===== config.mk =====
export PLATFORM = sky130hd
export DESIGN_NAME = column_onehot_encoder
export DESIGN_NICKNAME = d
export VERILOG_FILES = /design/src/rtl/column_onehot_encoder_pkg.sv /design/src/rtl/column_onehot_encoder_blink_timer.sv /design/src/rtl/column_onehot_encoder.sv
export SDC_FILE = /design/constraint.sdc
export NUM_CORES = 1
export LEC_CHECK = 0
export CORE_MARGIN = 2
export CORE_UTILIZATION = 45
export CTS_BUF_LIST = sky130_fd_sc_hd__clkbuf_4 sky130_fd_sc_hd__clkbuf_8 sky130_fd_sc_hd__clkbuf_16
export CTS_CLUSTER_SIZE = 30
export DETAILED_ROUTE_END_ITERATION = 8
export PLACE_DENSITY = 0.72
export SLEW_MARGIN = 20
export SYNTH_ARGS = -nofsm -noshare
export SYNTH_HDL_FRONTEND = slang
export SYNTH_SLANG_ARGS = --single-unit

===== constraint.sdc =====
create_clock -name clk -period 1.5 [get_ports clk]
set_input_delay 0.15 -clock clk [delete_from_list [all_inputs] [get_ports clk]]
set_output_delay 0.15 -clock clk [all_outputs]
set_load 0.01 [all_outputs]

===== src/rtl/column_onehot_encoder_pkg.sv =====
// rtl/column_onehot_encoder_pkg.sv - shared column constants, FSM states and index helpers
// Purpose: constants and types shared by the column LED encoder and its blink timer.
//   COL_NONE          : index value meaning "no column" (clear request)
//   NUM_COLS_DEFAULT  : default board width
//   state_t           : encoder FSM states (ST_IDLE, ST_SHOW)
//   index_in_range()  : true when an index selects a real column
package column_onehot_encoder_pkg;

  localparam logic [2:0] COL_NONE         = 3'b111;
  localparam int         NUM_COLS_DEFAULT = 4;

  typedef enum logic {
    ST_IDLE = 1'b0,
    ST_SHOW = 1'b1
  } state_t;

  function automatic logic index_in_range(input logic [2:0] idx, input int num_cols);
    return int'(idx) < num_cols;
  endfunction

endpackage


===== src/rtl/column_onehot_encoder_blink_timer.sv =====
// rtl/column_onehot_encoder_blink_timer.sv - hold-window and blink-phase counters
// Purpose: times one indicator window of HOLD_CYCLES cycles, split into blink
//   half-periods of BLINK_HALF cycles starting with the LED on.
// Ports:
//   clk        in   system clock
//   reset      in   synchronous active-high reset
//   start      in   begin (or restart) a window; first window cycle follows this edge
//   clear      in   abort the current window
//   phase_on   out  current blink phase (1 = LED lit)
//   phase_flip out  the blink phase changes at the next edge
//   expired    out  this is the last cycle of the window
module column_onehot_encoder_blink_timer #(
  parameter int HOLD_CYCLES = 8,
  parameter int BLINK_HALF  = 2
) (
  input  logic clk,
  input  logic reset,
  input  logic start,
  input  logic clear,
  output logic phase_on,
  output logic phase_flip,
  output logic expired
);

  localparam int HW = $clog2(HOLD_CYCLES + 1);
  localparam int BW = $clog2(BLINK_HALF + 1);

  logic          active;
  logic [HW-1:0] hold_cnt;
  logic [BW-1:0] blink_cnt;

  // hold_cnt counts window cycles from 0; the window ends when it reaches
  // HOLD_CYCLES-1, so it never needs to wrap.
  assign expired    = active && (hold_cnt == HW'(HOLD_CYCLES - 1));
  assign phase_flip = active && (blink_cnt == BW'(BLINK_HALF - 1));

  always_ff @(posedge clk) begin
    if (reset || clear) begin
      active    <= 1'b0;
      hold_cnt  <= '0;
      blink_cnt <= '0;
      phase_on  <= 1'b0;
    end else if (start) begin
      active    <= 1'b1;
      hold_cnt  <= '0;
      blink_cnt <= '0;
      phase_on  <= 1'b1;
    end else if (expired) begin
      active    <= 1'b0;
      hold_cnt  <= '0;
      blink_cnt <= '0;
      phase_on  <= 1'b0;
    end else if (active) begin
      hold_cnt <= hold_cnt + HW'(1);
      if (phase_flip) begin
        blink_cnt <= '0;
        phase_on  <= ~phase_on;
      end else begin
        blink_cnt <= blink_cnt + BW'(1);
      end
    end
  end

endmodule


===== src/rtl/column_onehot_encoder.sv =====
// rtl/column_onehot_encoder.sv - column index to blinking one-hot LED drive
// Purpose: accepts a column index over valid/ready, lights that column's LED
//   blinking for a fixed window, then returns to idle. COL_NONE clears the
//   window; indices NUM_COLS..6 are rejected with a one-cycle error pulse.
// Ports:
//   clk        in   system clock
//   reset      in   synchronous active-high reset
//   col_valid  in   col_index presented this cycle
//   col_index  in   column index, COL_NONE = clear request
//   col_ready  out  encoder can accept (always, outside reset)
//   col_onehot out  registered one-hot LED drive
//   col_error  out  one-cycle pulse for a rejected index
//   busy       out  indicator window active
module column_onehot_encoder
  import column_onehot_encoder_pkg::*;
#(
  parameter int NUM_COLS    = NUM_COLS_DEFAULT,
  parameter int HOLD_CYCLES = 8,
  parameter int BLINK_HALF  = 2
) (
  input  logic                clk,
  input  logic                reset,
  input  logic                col_valid,
  input  logic [2:0]          col_index,
  output logic                col_ready,
  output logic [NUM_COLS-1:0] col_onehot,
  output logic                col_error,
  output logic                busy
);

  state_t     state;
  logic [2:0] idx_reg;

  logic accept;
  logic accept_show;
  logic accept_none;
  logic accept_bad;
  logic phase_on;
  logic phase_flip;
  logic expired;
  logic phase_next;

  assign col_ready   = ~reset;
  assign accept      = col_valid & col_ready;
  assign accept_show = accept && index_in_range(col_index, NUM_COLS);
  assign accept_none = accept && (col_index == COL_NONE);
  assign accept_bad  = accept && !index_in_range(col_index, NUM_COLS) && (col_index != COL_NONE);

  // LED drive is registered, so it is computed from the phase the timer
  // will hold after this edge.
  assign phase_next = phase_on ^ phase_flip;

  column_onehot_encoder_blink_timer #(
    .HOLD_CYCLES (HOLD_CYCLES),
    .BLINK_HALF  (BLINK_HALF)
  ) u_timer (
    .clk        (clk),
    .reset      (reset),
    .start      (accept_show),
    .clear      (accept_none),
    .phase_on   (phase_on),
    .phase_flip (phase_flip),
    .expired    (expired)
  );

  function automatic logic [NUM_COLS-1:0] onehot_of(input logic [2:0] idx);
    return NUM_COLS'(1) << idx;
  endfunction

  always_ff @(posedge clk) begin
    if (reset) begin
      state      <= ST_IDLE;
      idx_reg    <= '0;
      col_onehot <= '0;
      busy       <= 1'b0;
      col_error  <= 1'b0;
    end else begin
      // A rejected index only pulses the error; the window carries on below.
      col_error <= accept_bad;
      if (accept_show) begin
        state      <= ST_SHOW;
        idx_reg    <= col_index;
        col_onehot <= onehot_of(col_index);
        busy       <= 1'b1;
      end else if (accept_none) begin
        state      <= ST_IDLE;
        col_onehot <= '0;
        busy       <= 1'b0;
      end else if (state == ST_SHOW) begin
        if (expired) begin
          state      <= ST_IDLE;
          col_onehot <= '0;
          busy       <= 1'b0;
        end else begin
          col_onehot <= phase_next ? onehot_of(idx_reg) : '0;
        end
      end
    end
  end

endmodule


==> impl_metrics.csv, run 1 <==
group,metric,value,unit
outcome,status,"finished clean",
grt,grt_max_degree,11,
clock_tree,cts_tree,"built",
worst_setup_path,end_kind,"flop",
cells_and_area,drive_above_1_share,28.7,%
yosys,synth_flop_cell,"dfxtp_1",
yosys,synth-async-reset-ratio,0,%
worst_setup_path,worstSetupPathType,"flop to flop",
timing,slew_viol_final,0,
clock_tree,clock-root-buffer,"clkbuf_4",
yosys,synth_edf_count,0,
detailed_routing,wl_per_cell,13.0,µm
clock_tree,cts_buffers,3,
timing,fmax,669,MHz
worst_setup_path,r2r-start,"u_timer.hold_cnt[0]",
worst_setup_path,cp.arrival,1690,ps
cells_and_area,layout_commonest_cell,"buf_4",
worst_setup_path,critPathCapture,"col_onehot[1]",
cells_and_area,final_nets,123,
timing,fin_crit,1490,ps
worst_setup_path,worstPathMaxFanout,5,
grt,grt_pass1_vias,661,
clock_tree,cts-htree-levels,1,
yosys,yosysTopAreaCell,"dfxtp_1",
floorplan,die_w,46.1,µm
grt,antenna_found_initial,0,
clock_tree,cts_sinks,18,
worst_hold_path,hp-class,"flop to flop",
worst_setup_path,start_kind,"flop",
cells_and_area,final_cell_mix,"18 x buf_4, 16 x nor2_1, 13 x dfxtp_1",
yosys,synth_area_leaders,"dfxtp_1 45%, nor2_1 7.5%, a311oi_1 4.4%",
detailed_routing,drtIter0Drc,12,
detailed_routing,first_pass_iters,4,
timing,period_share,99.6,%
grt,grt.overflow.total,0,
floorplan,core_area,1690,µm²
floorplan,dieArea,2130,µm²
place,dp_slack,-141,ps
worst_setup_path,rrSetupSlack,6,ps
cells_and_area,syn2layout_area_growth,39.7,%
yosys,yosysUniqueCellTypes,30,
run,drv_cap,0,
detailed_routing,avgViaCountPerCell,5.27,
place,finalWeightedCongestion,0.831,
floorplan,die_h,46.1,µm
worst_hold_path,holdCritStartpoint,"idx_reg[2]",
clock_tree,path_clk_slew,100,ps
clock_tree,clk_latency,280,ps
timing,grt_setup_unrepaired,"true",
yosys,synth_top_area_share,45.1,%
worst_setup_path,rr_endpoint,"col_onehot[1]",
worst_setup_path,crit_path_start,"u_timer.hold_cnt[0]",
grt,grt_pass1_wl,2840,µm
yosys,syn_area_per_cell,9.62,µm²
yosys,yosysWarnings,0,
detailed_routing,vias,696,
worst_setup_path,crit_required,1700,ps
detailed_routing,ant_nets,0,
yosys,ys_seq_area_share,45.1,%
cells_and_area,n_antenna_cell,0,
timing,worstMarginPinSlew,362,ps
yosys,syn-instance-count,83,
floorplan,start_util,47.3,%
pwr,ir_drop,0.687,mV
detailed_routing,routed_wl,1710,µm
yosys,synth_area,798,µm²
detailed_routing,drcViolationCount,0,
pwr,finalPower,970,µW
grt,grtUsageTotal,18.8,%
timing,slew_headroom,75.9,%
yosys,syn_nets,90,
clock_tree,cts_buffer_depth,2,
timing,fin_skew,1.81,ps
pwr,leakage,0.431,nW
yosys,ys_ff_latch,18,
pwr,p_per_area,870,nW/µm²
timing,worst_slack,5.72,ps
floorplan,ios,13,
timing,setup_viol,0,
worst_setup_path,r2r_cells,5,
place,hpwl,1250,µm
place,port_buffers,12,
floorplan,rows,15,
timing,finalHoldViolations,0,
## cell usage after synthesis (2+ instances only)
cell      number
dfxtp_1       18
nor2_1        16
nand2_1        7
a21oi_1        4
a311oi_1       4
mux2i_1        3
nand4b_1       3
xnor2_1        3
inv_1          2
nand3b_1       2
nand4_1        2
## repair_timing
item | 4_1_cts | 5_1_grt
hold buffers | 0 | 0
resized for setup | 7 | 0
hold endpoints to repair | 0 | 0
setup buffers | 3 | 1
endpoints found under the setup margin | 4 | 4
pin swaps | 3 | 2
## through the flow
| step | TNS [ps] | hold WS, ps | util (%) | instance area (µm²) | std cells |
|---|---|---|---|---|---|
| 6_report | 0 | 478 | 66.0 | 1110 | 132 |
| 5_1_grt | -246 | 494 | 66.0 | 1110 | 132 |
| 4_1_cts | -5.75 | 478 | 65.6 | 1110 | 131 |
| 3_5_place_dp | -622 | 463 | 61.0 | 1030 | 124 |
| 3_3_place_gp | -340 | 464 | 61.0 | 1030 | 124 |
| 2_1_floorplan | 0 | 266 | - | 798 | 83 |
## where the power goes
part,internal [mW],leakage (nW),switching [mW]
clock network,0.148,0.0210,0.145
registers,0.501,0.149,0.0135
logic,0.0900,0.261,0.0728
## cell type report
cell class | count | area (µm²)
clock buffers | 4 | 36.3
fillers | 142 | 574
inverters | 2 | 7.51
multi-input cells | 61 | 428
flip-flops and latches | 18 | 367
well taps | 17 | 21.3
repair buffers | 30 | 255
## cells by family (layout without fill, tap and decap cells)
family	after synthesis	in the layout	share of synthesized area, %
simple gates	39	39	26.6
flops	18	18	45.1
compound gates	14	14	15.7
xor+xnor	4	4	4.39
buf+inv	4	36	2.82
mux	3	3	3.76
fa+ha+maj	1	1	1.57
## routing by layer
layer | part of all wire (%) | GRT usage, %
met5 | 0 | 0
met4 | 0.70 | 6.86
met2 | 47 | 30.0
met3 | 3.0 | 3.53
met1 | 49 | 25.2
## critical path: stages (launching register included)
cell and delay (ps):
dfxtp_2 350, ha_4 160, and4b_4 190, a2111oi_4 280, nand4b_1 140, a311oi_1 280
## worst min-delay path by stage
stage	to	slack, ps	cells after the start
after floorplan	state	270	1
after global placement	idx_reg[2]	460	1
after detailed placement	idx_reg[2]	460	1
after CTS	idx_reg[2]	480	1
after global routing	idx_reg[2]	490	1
final	idx_reg[2]	480	1
Note: power is estimated with default switching activity, not from simulation.
==> run 2, diff against run 1 <==
- CELL_PAD_IN_SITES_DETAIL_PLACEMENT: default -> 1
- CELL_PAD_IN_SITES_GLOBAL_PLACEMENT: default -> 2
- CORE_UTILIZATION: 45 -> 31
- PLACE_DENSITY: 0.72 -> 0.85
- clock period: 1.5 -> 1.7 ns (I/O delays scaled with it)
==> run 2 against run 1 <==
Via count shrank 4.3%. Clock power fell by 28%. Critical endpoint is now col_ready. Cell count up 1.5%. First-iteration DRC count is 58% lower. Combinational power fell by 19%. Largest power group unchanged. Routed wire length is 0.82% lower. Clock-buffer cell count shrank 1. Flip-flop and latch count unchanged. Sequential power fell by 12%. Sequential share of layout area rose by 2.4 points.
==> impl_metrics.csv, run 2 (synthesized netlist as in run 1, its figures left out) <==
group,metric,value,unit
clock_tree,holdBufCountCts,0,
detailed_routing,drcViolationCount,0,
clock_tree,path_clk_slew,90,ps
worst_setup_path,path_depth,4,
cells_and_area,drive_above_1_share,18.3,%
cells_and_area,layout.cells.non_filler,134,
grt,antenna_found_initial,0,
worst_setup_path,crit_buf_inv,4,
place,hpwl,1360,µm
timing,period_share,91.4,%
worst_setup_path,crit_family,"buffers and inverters",
worst_setup_path,cp.arrival,1380,ps
detailed_routing,vias,666,
worst_setup_path,path_cells,"clkdlybuf4s50_1 -> buf_4 -> inv_1 -> clkdlybuf4s50_1",
worst_setup_path,worstPathMaxFanout,7,
floorplan,start_util,32.5,%
timing,slew_viol_final,0,
floorplan,die_w,54.7,µm
place,dp_slack,-27.0,ps
worst_setup_path,start_kind,"input port",
timing,worstMarginPinSlew,394,ps
clock_tree,cts_tree,"built",
clock_tree,cts_buffers,3,
worst_setup_path,worstSetupPathType,"input port to output port",
timing,fin_skew,6.07,ps
timing,finalHoldViolations,0,
grt,grtUsageTotal,14.3,%
timing,grt_setup_unrepaired,"false",
timing,setup_viol,0,
timing,worst_slack,146,ps
pwr,p_per_area,776,nW/µm²
run,drv_cap,0,
detailed_routing,first_pass_iters,3,
floorplan,dieArea,3000,µm²
clock_tree,clk_latency,290,ps
grt,grt.overflow.total,0,
worst_setup_path,rrSetupSlack,160,ps
floorplan,ios,13,
cells_and_area,n_antenna_cell,0,
clock_tree,clock-root-buffer,"clkbuf_4",
grt,grt_pass1_wl,2980,µm
floorplan,die_h,54.7,µm
detailed_routing,avgViaCountPerCell,4.97,
grt,grt_max_degree,10,
cells_and_area,final_cell_mix,"16 x nor2_1, 16 x dfxtp_1, 12 x clkdlybuf4s50_1",
worst_setup_path,rr_endpoint,"col_onehot[3]",
cells_and_area,syn2layout_area_growth,28.8,%
worst_setup_path,crit_slowest_cell,"clkdlybuf4s50_1",
detailed_routing,wl_per_cell,12.7,µm
place,finalWeightedCongestion,0.760,
grt,grt_pass1_vias,663,
clock_tree,cts_sinks,18,
detailed_routing,drtIter0Drc,5,
worst_setup_path,slowest_delay,520,ps
timing,finalSetupTns,0,ps
floorplan,core_area,2450,µm²
worst_setup_path,crit_required,1530,ps
worst_setup_path,crit_path_start,"reset",
clock_tree,cts_buffer_depth,2,
floorplan,rows,18,
worst_setup_path,critPathCapture,"col_ready",
cells_and_area,final_nets,113,
worst_setup_path,r2r-start,"u_timer.hold_cnt[1]",
detailed_routing,ant_nets,0,
clock_tree,cts-htree-levels,1,
worst_hold_path,hp-class,"flop to flop",
worst_setup_path,r2r_cells,5,
place,port_buffers,12,
pwr,ir_drop,0.433,mV
timing,slew_headroom,73.7,%
timing,fmax,643,MHz
place,place_inst,131,
worst_setup_path,end_kind,"output port",
worst_setup_path,crit_top_cell,"clkdlybuf4s50_1",
detailed_routing,routed_wl,1700,µm
outcome,status,"finished clean",
timing,fin_crit,1550,ps
pwr,leakage,0.369,nW
==> run 2: cell types whose count changed in the layout (fill, tap and decap cells not counted) <==
cell | previous run | this run
buf_4 | 18 | 8
clkbuf_8 | 1 | 0
dfxtp_1 | 13 | 16
dfxtp_2 | 5 | 2
ha_2 | 0 | 1
ha_4 | 1 | 0
==> run 2: layout make-up <==
type | count | area [µm²]
clock buffer | 3 | 22.5
inverter | 2 | 7.51
fill | 285 | 1430
sequential | 18 | 363
tap | 30 | 37.5
multi-input combinational | 61 | 418
timing repair buffer | 20 | 180
==> run 2: worst min-delay path, stage by stage, from the launching register on <==
cell and delay, ps:
dfxtp_2 350, nand2_1 60, nor2_1 30
==> run 2: power by group <==
part           switching (mW)  leakage, nW  total [mW]  internal (mW)
clock network           0.129       0.0138       0.212         0.0824
registers              0.0131        0.148       0.454          0.441
logic                  0.0612        0.208       0.132         0.0709
total                   0.203        0.369       0.798          0.595
==> run 2: routing by layer <==
layer | global-route usage (%) | vias to the layer above | share of wire [%]
met5 | 0 | - | 0
met4 | 7.50 | 0 | 1.8
met3 | 2.46 | 4 | 2.2
met2 | 22.4 | 10 | 47
met1 | 18.6 | 310 | 49
li1 | - | 342 | -
==> run 2: timing repair <==
| item | CTS | global route |
|---|---|---|
| endpoints found under the hold margin | 0 | 0 |
| pin swaps | 1 | 0 |
| buffers inserted | 0 | 0 |
| gates resized for setup | 0 | 3 |
| gates cloned | 0 | 0 |
| endpoints found under the setup margin | 4 | 3 |
==> run 2: how the worst min path moves through the flow <==
stage / slack (ps) / startpoint / cells past startpoint / to
2_1_floorplan: 290 / col_index[2] / 1 / state
3_3_place_gp: 470 / idx_reg[2] / 1 / idx_reg[2]
3_5_place_dp: 470 / idx_reg[2] / 1 / idx_reg[2]
4_1_cts: 480 / idx_reg[2] / 1 / idx_reg[2]
5_1_grt: 480 / u_timer.blink_cnt[1] / 2 / u_timer.blink_cnt[1]
6_report: 460 / u_timer.blink_cnt[1] / 2 / u_timer.blink_cnt[1]
==> run 2: stage by stage <==
step           hold slack [ps]  total power, mW  instance area (µm²)  utilization, %
4_1_cts                    483            0.807                 1020            41.7
3_3_place_gp               471            0.593                 1000            40.8
2_1_floorplan              286            0.530                  798               -
5_1_grt                    479            0.841                 1030            41.9
3_5_place_dp               468            0.598                 1000            40.8
6_report                   462            0.798                 1030            41.9
==> run 3, diff against run 2 <==
- HOLD_SLACK_MARGIN: default -> 0.08
- SKIP_LAST_GASP: default -> 1
==> results of run 3 <==
The final DEF is identical to that of run 2; final timing and power are the same.
